[src/rtl/risc16_pkg.sv]
// risc16_pkg: constants and types shared by the RiSC-16 instruction-memory
// loader. Holds the memory geometry, the frame start marker, the loader state
// encoding and a helper that turns a frame COUNT byte into a word count.
package risc16_pkg;

  localparam int IMEM_ADDR_W = 6;
  localparam int INSTR_W     = 16;
  localparam int IMEM_DEPTH  = 1 << IMEM_ADDR_W;

  localparam logic [7:0] SYNC_BYTE = 8'hA5;

  typedef enum logic [2:0] {
    IDLE  = 3'd0,
    COUNT = 3'd1,
    HI    = 3'd2,
    LO    = 3'd3,
    WRITE = 3'd4,
    CHK   = 3'd5,
    DONE  = 3'd6,
    ERR   = 3'd7
  } loader_state_e;

  // A COUNT of zero stands for a full memory image.
  function automatic int unsigned frame_words(input logic [7:0] count,
                                              input int unsigned depth);
    if (count == 8'h00) begin
      return depth;
    end else begin
      return {24'h00_0000, count};
    end
  endfunction

endpackage

[src/rtl/imem_loader_if.sv]
// imem_loader_if: the loader's two buses bundled together.
//   rx_data/rx_valid/rx_ready : byte stream from the UART receive side
//   csb0/web0/addr0/din0      : instruction-memory SRAM write port (strobes active low)
// master: the byte source / memory model side. slave: the loader.
interface imem_loader_if #(
  parameter int ADDR_W = 6,
  parameter int DATA_W = 16
);
  logic [7:0]        rx_data;
  logic              rx_valid;
  logic              rx_ready;
  logic              csb0;
  logic              web0;
  logic [ADDR_W-1:0] addr0;
  logic [DATA_W-1:0] din0;

  modport master (
    output rx_data, rx_valid,
    input  rx_ready, csb0, web0, addr0, din0
  );

  modport slave (
    input  rx_data, rx_valid,
    output rx_ready, csb0, web0, addr0, din0
  );
endinterface

[src/rtl/imem_loader_byte_gap_timer.sv]
// byte_gap_timer: measures idle cycles between bytes of a frame.
//   clk0, reset : clock, asynchronous active-low reset
//   load_i      : a byte was accepted this cycle, restart the measurement
//   clear_i     : not inside a frame, hold the counter at zero
//   en_i        : inside a frame, count this cycle
//   expired_o   : this is idle cycle number GAP_MAX (no byte arrives in it)
module byte_gap_timer #(
  parameter int GAP_MAX = 65535
) (
  input  logic clk0,
  input  logic reset,
  input  logic load_i,
  input  logic clear_i,
  input  logic en_i,
  output logic expired_o
);
  // The counter only has to reach GAP_MAX-1; the GAP_MAX-th idle cycle is
  // flagged combinationally so the FSM leaves on exactly that edge.
  localparam int CW = (GAP_MAX > 2) ? $clog2(GAP_MAX) : 1;
  localparam logic [CW-1:0] LAST  = CW'(GAP_MAX - 1);
  localparam logic [CW-1:0] ONE_C = CW'(1);

  logic [CW-1:0] cnt_q;

  // Idle-cycle counter: restart on a byte, saturate at LAST.
  always_ff @(posedge clk0 or negedge reset) begin
    if (!reset) begin
      cnt_q <= '0;
    end else if (load_i || clear_i) begin
      cnt_q <= '0;
    end else if (en_i && (cnt_q != LAST)) begin
      cnt_q <= cnt_q + ONE_C;
    end else begin
      cnt_q <= cnt_q;
    end
  end

  assign expired_o = en_i & ~load_i & ~clear_i & (cnt_q == LAST);

endmodule

[src/rtl/imem_loader.sv]
// imem_loader: framed byte-stream loader for the RiSC-16 instruction memory.
// Frame = SYNC, COUNT, 2*N data bytes (hi first), CHK = XOR(COUNT, data).
// Each received word is written to the SRAM with a single-cycle csb0/web0
// strobe; the core is held until a frame with a matching checksum lands.
//   clk0, reset   : clock, asynchronous active-low reset
//   bus (slave)   : rx byte stream in, SRAM write port out
//   core_hold     : 1 holds the core; drops only in DONE
//   load_done     : one-cycle pulse entering DONE
//   load_err      : level set entering ERR, cleared by the next accepted SYNC
//   words_loaded  : words written by the current/last frame
module imem_loader #(
  parameter int         ADDR_W    = risc16_pkg::IMEM_ADDR_W,
  parameter int         DATA_W    = risc16_pkg::INSTR_W,
  parameter logic [7:0] SYNC_BYTE = risc16_pkg::SYNC_BYTE,
  parameter int         GAP_MAX   = 65535
) (
  input  logic            clk0,
  input  logic            reset,
  imem_loader_if.slave    bus,
  output logic            core_hold,
  output logic            load_done,
  output logic            load_err,
  output logic [ADDR_W:0] words_loaded
);
  import risc16_pkg::*;

  localparam int unsigned     DEPTH = 1 << ADDR_W;
  localparam logic [ADDR_W:0] ONE_W = (ADDR_W + 1)'(1);

  loader_state_e     state_q;
  logic [7:0]        hi_q;
  logic [7:0]        chk_q;
  logic [ADDR_W:0]   nwords_q;
  logic [ADDR_W:0]   words_q;
  logic [ADDR_W-1:0] addr_q;
  logic [DATA_W-1:0] din_q;
  logic              csb_q;
  logic              web_q;
  logic              rdy_q;
  logic              hold_q;
  logic              done_q;
  logic              err_q;

  logic              byte_acc;
  logic              is_sync;
  logic              in_frame;
  logic              at_rest;
  logic              gap_expired;
  logic [ADDR_W:0]   words_d;
  int unsigned       count_words;

  // rx_ready is gated by reset so it reads 0 while reset is held.
  assign bus.rx_ready = reset & rdy_q;
  assign byte_acc     = bus.rx_valid & bus.rx_ready;
  assign is_sync      = (bus.rx_data == SYNC_BYTE);
  assign in_frame     = (state_q == COUNT) || (state_q == HI) ||
                        (state_q == LO)    || (state_q == CHK);
  assign at_rest      = (state_q == IDLE) || (state_q == DONE) || (state_q == ERR);
  assign words_d      = words_q + ONE_W;
  assign count_words  = frame_words(bus.rx_data, DEPTH);

  byte_gap_timer #(
    .GAP_MAX (GAP_MAX)
  ) u_gap (
    .clk0      (clk0),
    .reset     (reset),
    .load_i    (byte_acc),
    .clear_i   (at_rest),
    .en_i      (in_frame),
    .expired_o (gap_expired)
  );

  // Loader FSM with its datapath and registered outputs.
  always_ff @(posedge clk0 or negedge reset) begin
    if (!reset) begin
      state_q  <= IDLE;
      hi_q     <= 8'h00;
      chk_q    <= 8'h00;
      nwords_q <= '0;
      words_q  <= '0;
      addr_q   <= '0;
      din_q    <= '0;
      csb_q    <= 1'b1;
      web_q    <= 1'b1;
      rdy_q    <= 1'b1;
      hold_q   <= 1'b1;
      done_q   <= 1'b0;
      err_q    <= 1'b0;
    end else begin
      // Strobes and the done pulse last one cycle unless re-armed below.
      csb_q  <= 1'b1;
      web_q  <= 1'b1;
      done_q <= 1'b0;
      case (state_q)
        IDLE, DONE, ERR: begin
          // Any non-SYNC byte is swallowed here.
          if (byte_acc && is_sync) begin
            state_q <= COUNT;
            err_q   <= 1'b0;
            hold_q  <= 1'b1;
            words_q <= '0;
          end
        end
        COUNT: begin
          if (gap_expired) begin
            state_q <= ERR;
            err_q   <= 1'b1;
          end else if (byte_acc) begin
            chk_q    <= bus.rx_data;
            nwords_q <= (ADDR_W + 1)'(count_words);
            addr_q   <= '0;
            if (count_words > DEPTH) begin
              state_q <= ERR;
              err_q   <= 1'b1;
            end else begin
              state_q <= HI;
            end
          end
        end
        HI: begin
          if (gap_expired) begin
            state_q <= ERR;
            err_q   <= 1'b1;
          end else if (byte_acc) begin
            hi_q    <= bus.rx_data;
            chk_q   <= chk_q ^ bus.rx_data;
            state_q <= LO;
          end
        end
        LO: begin
          // The strobe is set up here so it is driven during the WRITE cycle.
          if (gap_expired) begin
            state_q <= ERR;
            err_q   <= 1'b1;
          end else if (byte_acc) begin
            chk_q   <= chk_q ^ bus.rx_data;
            din_q   <= DATA_W'({hi_q, bus.rx_data});
            addr_q  <= words_q[ADDR_W-1:0];
            csb_q   <= 1'b0;
            web_q   <= 1'b0;
            rdy_q   <= 1'b0;
            state_q <= WRITE;
          end
        end
        WRITE: begin
          words_q <= words_d;
          rdy_q   <= 1'b1;
          if (words_d == nwords_q) begin
            state_q <= CHK;
          end else begin
            state_q <= HI;
          end
        end
        CHK: begin
          if (gap_expired) begin
            state_q <= ERR;
            err_q   <= 1'b1;
          end else if (byte_acc) begin
            if (bus.rx_data == chk_q) begin
              state_q <= DONE;
              done_q  <= 1'b1;
              hold_q  <= 1'b0;
            end else begin
              state_q <= ERR;
              err_q   <= 1'b1;
            end
          end
        end
        default: begin
          state_q <= IDLE;
        end
      endcase
    end
  end

  assign bus.csb0     = csb_q;
  assign bus.web0     = web_q;
  assign bus.addr0    = addr_q;
  assign bus.din0     = din_q;
  assign core_hold    = hold_q;
  assign load_done    = done_q;
  assign load_err     = err_q;
  assign words_loaded = words_q;

endmodule
[src/flat_wrapper.sv]
// flat-port wrapper written by rule: the top's interface ports become plain ports
module imem_loader_flat import risc16_pkg::*;
#(
  parameter int         ADDR_W    = risc16_pkg::IMEM_ADDR_W,
  parameter int         DATA_W    = risc16_pkg::INSTR_W,
  parameter logic [7:0] SYNC_BYTE = risc16_pkg::SYNC_BYTE,
  parameter int         GAP_MAX   = 65535
)
  (clk0, reset, core_hold, load_done, load_err, words_loaded, bus_rx_data, bus_rx_valid, bus_rx_ready, bus_csb0, bus_web0, bus_addr0, bus_din0);
  imem_loader_if #(.ADDR_W(ADDR_W), .DATA_W(DATA_W)) bus_i ();
  input  logic clk0;
  input  logic reset;
  output logic core_hold;
  output logic load_done;
  output logic load_err;
  output logic [ADDR_W:0] words_loaded;
  input wire logic [$bits(bus_i.rx_data)-1:0] bus_rx_data;
  input wire logic [$bits(bus_i.rx_valid)-1:0] bus_rx_valid;
  output wire logic [$bits(bus_i.rx_ready)-1:0] bus_rx_ready;
  output wire logic [$bits(bus_i.csb0)-1:0] bus_csb0;
  output wire logic [$bits(bus_i.web0)-1:0] bus_web0;
  output wire logic [$bits(bus_i.addr0)-1:0] bus_addr0;
  output wire logic [$bits(bus_i.din0)-1:0] bus_din0;
  assign bus_i.rx_data = bus_rx_data;
  assign bus_i.rx_valid = bus_rx_valid;
  assign bus_rx_ready = bus_i.rx_ready;
  assign bus_csb0 = bus_i.csb0;
  assign bus_web0 = bus_i.web0;
  assign bus_addr0 = bus_i.addr0;
  assign bus_din0 = bus_i.din0;
  imem_loader #(.ADDR_W(ADDR_W), .DATA_W(DATA_W), .SYNC_BYTE(SYNC_BYTE), .GAP_MAX(GAP_MAX)) u_core (.clk0(clk0), .reset(reset), .bus(bus_i), .core_hold(core_hold), .load_done(load_done), .load_err(load_err), .words_loaded(words_loaded));
endmodule
[config.mk]
export PLATFORM = sky130hd
export DESIGN_NAME = imem_loader_flat
export DESIGN_NICKNAME = d
export VERILOG_FILES = /design/src/rtl/risc16_pkg.sv /design/src/rtl/imem_loader_if.sv /design/src/rtl/imem_loader_byte_gap_timer.sv /design/src/rtl/imem_loader.sv /design/src/flat_wrapper.sv
export SDC_FILE = /design/constraint.sdc
export NUM_CORES = 1
export LEC_CHECK = 0
export BUFFER_PORTS_ARGS = -buffer_cell sky130_fd_sc_hd__buf_2
export CORE_MARGIN = 5
export CORE_UTILIZATION = 37
export DETAILED_ROUTE_END_ITERATION = 10
export SYNTH_ARGS = -nofsm -noshare
export SYNTH_HDL_FRONTEND = slang
export SYNTH_HIERARCHICAL = 1
export SYNTH_SLANG_ARGS = --single-unit
[constraint.sdc]
create_clock -name clk0 -period 2.5 [get_ports clk0]
set_input_delay 0.375 -clock clk0 [delete_from_list [all_inputs] [get_ports clk0]]
set_output_delay 0.375 -clock clk0 [all_outputs]
set_load 0.1 [all_outputs]
# ---- After elaboration in Yosys (flattened, before gate mapping)
# Cells that the tools add are included.
dict set report op_classes {
  addsub 2
  n_lt_le_gt_ge 1
  eq_ne 29
  mux 52
  bitwise 9
  reduce_logical 29
}
# op count
set ops {}
lappend ops {{$mux W8} 5}
lappend ops {{$mux W3} 11}
lappend ops {{$gt A32 B7 Y1 const B} 1}
lappend ops {{$mux W16} 2}
lappend ops {{$mux W6} 4}
lappend ops {{$mux W1} 22}
lappend ops {{$reduce_and A5 Y1} 4}
lappend ops {{$pmux W3 S6} 1}
lappend ops {{$add A16 B1 Y16 const B} 1}
lappend ops {{$eq A16 B16 Y1 const B} 1}
lappend ops {{$ne A16 B16 Y1 const B} 1}
lappend ops {{$pmux W8 S2} 1}
lappend ops {{$pmux W7 S2} 1}
lappend ops {{$eq A3 B3 Y1 const B} 4}
lappend ops {{$ne A2 B1 Y1 const B} 6}
lappend ops {{$ne A3 B1 Y1 const B} 4}
lappend ops {{$pmux W6 S2} 1}
lappend ops {{$reduce_and A3 Y1} 4}
lappend ops {{$reduce_bool A2 Y1} 6}
lappend ops {{$ne A2 B2 Y1 const B} 5}
lappend ops {{$eq A8 B8 Y1} 1}
lappend ops {{$eq A8 B8 Y1 const B} 1}
lappend ops {{$logic_not A8 Y1} 1}
lappend ops {{$xor A8 B8 Y8} 1}
lappend ops {{18 further kinds} 33}
dict set report totals {
  register_bits 76
  output_inout_bits 35
  elab_cells 135
}

# ---- Longest topological paths before layout
dict set report logic_depth {
  depth_word 9
  ltp_mapped 12
  mapped_depth_nobuf 10
}

# ---- By module
# Netlist, hierarchy kept.
# mod n_inst cells_each area_each_um2 seq_area_each_um2
set modules_own_cells {}
lappend modules_own_cells {imem_loader 1 313 3017.9 1505.2}
lappend modules_own_cells {byte_gap_timer 1 97 929.6 400.4}

# ---- Worst setup path before layout
# No wires, ideal clock.
dict set report synth_path {
  path_type {register to register}
  from {register u_core.state_q[1]}
  to {register u_core.nwords_q[1]}
  setup_time_ns 0.125
  arrival_time_ns 2.584
  required_ns 2.375
  slack_ns -0.208
  stages_incl_launch_ff 10
  path_buffers 1
  period_less_slack_ns 2.708
  path_cell_list {dfrtp_1 -> clkbuf_1 -> or2_2 -> o21ai_0 -> nor2_1 -> and3_1 -> nor3b_1 -> nand2_1 -> nor2_1 -> mux2_2}
}
dict set report synth_via {
  elab_cells_between_ends 18
  classes_between {eq/ne (6); bitwise (5); reduce/logical (7)}
}
# item line_no
set synth_lines {}
lappend synth_lines {{start: declaration} imem_loader.sv:30} ;# loader_state_e state_q;
lappend synth_lines {{start signal: assignment} imem_loader.sv:76} ;# state_q <= IDLE;
lappend synth_lines {{start signal: assignment} imem_loader.sv:98} ;# state_q <= COUNT;
lappend synth_lines {{start signal: assignment} imem_loader.sv:106} ;# state_q <= ERR;
lappend synth_lines {{$eq A3 B3 Y1 or $logic_not A3 Y1 (tied branches)} imem_loader.sv:58} ;# assign at_rest = (state_q == IDLE) || (state_q == DONE) || (state_q == ERR);
lappend synth_lines {{$logic_or A1 B1 Y1} imem_loader.sv:58}
lappend synth_lines {{$logic_or A1 B1 Y1 (*)} imem_loader.sv:58}
lappend synth_lines {{net u_core.at_rest} imem_loader.sv:47} ;# logic at_rest;
lappend synth_lines {{$not A1 Y1 (*)} imem_loader_byte_gap_timer.sv:38} ;# assign expired_o = en_i & ~load_i & ~clear_i & (cnt_q == LAST);
lappend synth_lines {{$and A1 B1 Y1 (*) (2 in series)} imem_loader_byte_gap_timer.sv:38}
lappend synth_lines {{net u_core.gap_expired} imem_loader.sv:48} ;# logic gap_expired;
lappend synth_lines {{$not A1 Y1 (no source line) (*)} -}
lappend synth_lines {{$reduce_and A3 Y1 (no source line) (*)} -}
lappend synth_lines {{end signal: assignment} imem_loader.sv:110} ;# nwords_q <= (ADDR_W + 1)'(count_words);
lappend synth_lines {{end: declaration} imem_loader.sv:33} ;# logic [ADDR_W:0] nwords_q;
# Mark *: on every way through the listed nets, which the timed path passes. The rest lies on a longest branch.
# A chain may end at the register's enable or synchronous reset.

# ---- Worst setup path after layout
dict set report layout_path {
  from {register u_core.u_gap.cnt_q[0]}
  to {register u_core.state_q[0]}
}
dict set report layout_via {
  elab_chain_len 4
  elab_cells_between_ends 12
  classes_between {eq/ne (5); mux (5); bitwise (1); reduce/logical (1)}
}
# item line_no
set layout_lines {}
lappend layout_lines {{start: declaration} imem_loader_byte_gap_timer.sv:23} ;# logic [CW-1:0] cnt_q;
lappend layout_lines {{start signal: assignment} imem_loader_byte_gap_timer.sv:32} ;# cnt_q <= cnt_q + ONE_C;
lappend layout_lines {{start signal: assignment} imem_loader_byte_gap_timer.sv:34} ;# cnt_q <= cnt_q;
lappend layout_lines {{$eq A16 B16 Y1 (*)} imem_loader_byte_gap_timer.sv:38}
lappend layout_lines {{$and A1 B1 Y1 (*)} imem_loader_byte_gap_timer.sv:38}
lappend layout_lines {{net u_core.gap_expired} imem_loader.sv:48}
lappend layout_lines {{$ne A3 B1 Y1 (no source line), or another cell as far along} -}
lappend layout_lines {{$reduce_and A5 Y1 (no source line) or $pmux W3 S6 (tied branches)} -}
# Marks and branches as above.

==> summary.md <==
| Metric | Value |
|---|---|
| Routed via count | `3294` |
| Vias in the first global route | `3252` |
| RSZ-0062 raised after global routing | `no` |
| Pwr/cell area | `478 nW/µm²` |
| Syn avg cell area | `9.63 µm²` |
| Final Cycle Share | `0.933` |
| 1st-iter DRT viols | `172` |
| Gr usage total | `0.158` |
| Final hold slack | `0.289 ns` |
| Deepest clock path buffer count | `2` |
| Least-Margin Pin Slew | `0.955 ns` |
| Req. time, crit path | `2.77 ns` |
| Synthesized area | `3950 µm²` |
| Yosys warnings | `6` |
| Final setup viols | `0` |
| Simple-gate portion of the synthesized area | `0.198` |
| Final ANT Viol Nets | `0` |
| Count of final hold-check violations | `0` |
| Lkg Pwr | `0.00209 µW` |
| CTS H-tree lvls | `3` |
| Multiplexer share of the synthesized area | `0.0564` |
| Xor and xnor area share after synthesis | `0.0377` |
| Clk Latency, worst-skew pair | `0.35 ns` |
| CP peak stage delay | `0.51 ns` |
| Fin nets | `476` |
| Cells after synthesis | `410` |
| Peak Freq | `0.429 GHz` |
| Input/output buffers | `45` |
| CTS root buf | `clkbuf_8` |
| HPWL after DPL | `6.73 mm` |
| Die X-Extent | `113 µm` |
| Initial DRT Pass Iterations | `4` |
| Sink Count | `76` |
| Worst R2R Path Depth | `10` |
| Peak VDD IR | `0.336 mV` |
| Crit path time final | `2.33 ns` |
| Crit path DAT | `2.60 ns` |
| Worst-path maximum fanout | `11` |
| Seq/Total Area, Yosys | `0.483` |
| Slew HR | `0.363` |
| Worst setup SP type | `register` |
| Area delta synth->final | `18.4%` |
| Number of I/O pins | `46` |
| Top FF cell, synth | `dfrtp_1` |
| Clk_skew | `0.00805 ns` |
| Worst path cell trace | `inv_1, ha_1, nand3_1, nor4_4, and3_1, buf_4, nor2_1, a2111oi_1, a211oi_2, o22ai_1` |
| Antenna Cells | `0` |
| Fill cells | `1039` |
| Yosys reg bits | `76` |
| Share of cells above drive strength 1 | `0.255` |
| Placed insts | `587` |
| Synth Area in Compound Gates | `0.183` |
| Antenna violations before repair | `0` |
| TritonCTS clock tree | `built` |
| Asr flop ratio synth | `1.00` |
| CP max stage cell | `a2111oi_1` |
| Count of cell types in the netlist | `54` |
| Die Area | `12800 µm²` |
| Hold WC Path Type | `in2async` |
| Outcome | `complete, no violations` |
| Post-DR wirelength/cell | `15.8 µm` |
| Cell Count, Final, Fillers Out | `603` |
| Core area | `10400 µm²` |
| Via/cell ratio | `5.46` |
| Routed WL | `9.50 mm` |
| Max cap viols | `0` |
| First-pass GRT wire length | `16.3 mm` |
| Mapped Nets | `424` |
| Drt drc | `0` |
| Initial Util | `0.381` |
| Largest family of logic cells by synthesized area | `simple AND/OR/NAND/NOR gates` |
| Worst path depth | `10` |
| CP Buf/Inv Count | `2` |
| CTS Buf Count | `9` |
| CP delay by family, top | `compound AO/OA/AOI/OAI gates` |
| EDFF count, synth | `0` |
| Largest net degree at the start of global routing | `78` |
| Grt ovf | `0` |
| Core Util, Final | `0.451` |
| Clk slew on worst S/H paths | `0.08 ns` |
| Adder-Cell Fraction of Synth Area | `0.00951` |
| Max-slew violation count | `0` |
| Die height | `113 µm` |
| Final Wtd Congestion | `0.840` |
| Crit path kind | `reg2reg` |
| CP endpoint kind | `register` |
| Row count | `37` |
| Fin Setup TNS | `0 ns` |
## cells in the final DEF (no fill, tap or decap), types with 3 or more instances in the layout
| cell | Yosys | final |
|---|---|---|
| a21oi_1 | 27 | 27 |
| a311oi_1 | 8 | 8 |
| a31oi_1 | 10 | 10 |
| and2_1 | 4 | 4 |
| and3_1 | 3 | 3 |
| buf_2 | 2 | 43 |
| buf_4 | 2 | 17 |
| clkbuf_8 | 0 | 10 |
| dfrtp_1 | 73 | 71 |
| dfstp_2 | 3 | 3 |
| ha_1 | 3 | 3 |
| inv_1 | 9 | 9 |
| mux2_2 | 18 | 18 |
| nand2_1 | 43 | 42 |
| nand2b_1 | 5 | 5 |
| nand3_1 | 13 | 12 |
| nand4_1 | 4 | 4 |
| nor2_1 | 34 | 33 |
| nor3_1 | 4 | 4 |
| nor4_1 | 10 | 8 |
| o21a_1 | 5 | 5 |
| o21ai_0 | 36 | 35 |
| o31a_1 | 3 | 3 |
| o31ai_1 | 7 | 7 |
| or2_2 | 4 | 4 |
| or3_1 | 7 | 7 |
| or4_1 | 5 | 5 |
| xnor2_1 | 7 | 7 |
| xor2_1 | 10 | 10 |
## routing by layer
metal | part of all wire | GRT usage | wire length, µm
met3 | 0.043 | 0.0385 | 410
met5 | 0 | 0 | 0
met1 | 0.46 | 0.212 | 4350
met2 | 0.48 | 0.246 | 4530
met4 | 0.022 | 0.0617 | 210
## path summary, 6_finish.rpt
kind / slack, ns / to / start
worst max-delay path: 0.17 / u_core/state_q[0] / u_core/u_gap/cnt_q[0]
worst min-delay path: 0.29 / u_core/u_gap/cnt_q[9] / reset
worst max register to register: 0.17 / u_core/state_q[0] / u_core/u_gap/cnt_q[0]
worst min register to register: 0.48 / u_core/bus.addr0[0] / u_core/bus.addr0[0]
max in group asynchronous: 1.54 / u_core/words_loaded[1] / reset
min in group clk0: 0.31 / u_core/chk_q[3] / bus_rx_data[3]
## where the power goes
part,internal (µW),switching (µW)
clock,488,447
combinational,15.9,55.5
sequential,1230,0
total,1730,503
## cell type report
class                   instances  area, µm²  share of cell area
multi-input cells             303       1970               0.422
inverters                       9       33.8             0.00723
flip-flops and latches         76       1910               0.408
clock inverters                 4       48.8              0.0104
well taps                     136        170              0.0364
clock buffers                  12        145              0.0311
repair buffers                 63        394              0.0843
## worst reg2reg max path, delay by kind of cell (launching register included)
kind	cells	cell delay, ns
compound gates	3	0.73
fa+ha+maj	1	0.18
flops	1	0.42
simple gates	4	0.61
buf+inv	2	0.32
## per-stage QoR
step                total power [µW]  cell area [µm²]  setup WS (ns)
global placement                1330             4430         0.0233
global route                    2340             4670        0.00818
floorplan                       1280             3960        0.00533
CTS                             2270             4620         0.0235
finish                          2230             4670          0.167
detailed placement              1330             4430         0.0504
## cells in the mapped netlist, types with 3 or more instances
cell       n  area share
and2_1     4      0.0063
ha_1       3      0.0095
nand2_1   43       0.041
mux2_2    18       0.051
a21oi_1   27       0.034
a311oi_1   8       0.018
a31oi_1   10       0.016
nand2b_1   5      0.0079
or3_1      7       0.011
nor3_1     4      0.0051
o21ai_0   36       0.046
xnor2_1    7       0.016
o31a_1     3      0.0067
dfstp_2    3       0.020
xor2_1    10       0.022
nor2_1    34       0.032
nor4_1    10       0.016
a211oi_1   3      0.0057
inv_1      9      0.0086
dfrtp_1   73        0.46
nand4_1    4      0.0063
nand3_1   13       0.016
and3_1     3      0.0048
or2_2      4      0.0063
or4_1      5      0.0095
o31ai_1    7       0.013
o21a_1     5      0.0095
clkbuf_1  17       0.016
## logic make-up after synthesis
group,count (synthesis)
xor+xnor,17
mux,20
fa+ha+maj,3
compound gates,114
buf+inv,31
flops,76
simple gates,149
## flip-flops by register name (all words and copies together), names as in the netlist
signal / flops
u_core/bus.din0: 16
u_core/u_gap/cnt_q: 16
u_core/chk_q: 8
u_core/hi_q: 8
u_core/nwords_q: 7
u_core/words_loaded: 7
u_core/bus.addr0: 6
u_core/state_q: 3
u_core/bus.web0: 1
u_core/core_hold: 1
u_core/load_done: 1
u_core/load_err: 1
u_core/rdy_q: 1
## repair_timing
| item | in CTS | in global routing |
|---|---|---|
| gates resized for setup | 0 | 10 |
| setup buffers | 0 | 0 |
| setup endpoints to repair | 0 | 23 |
| hold buffers | 0 | 0 |
Power figures use the tool's default switching activity.
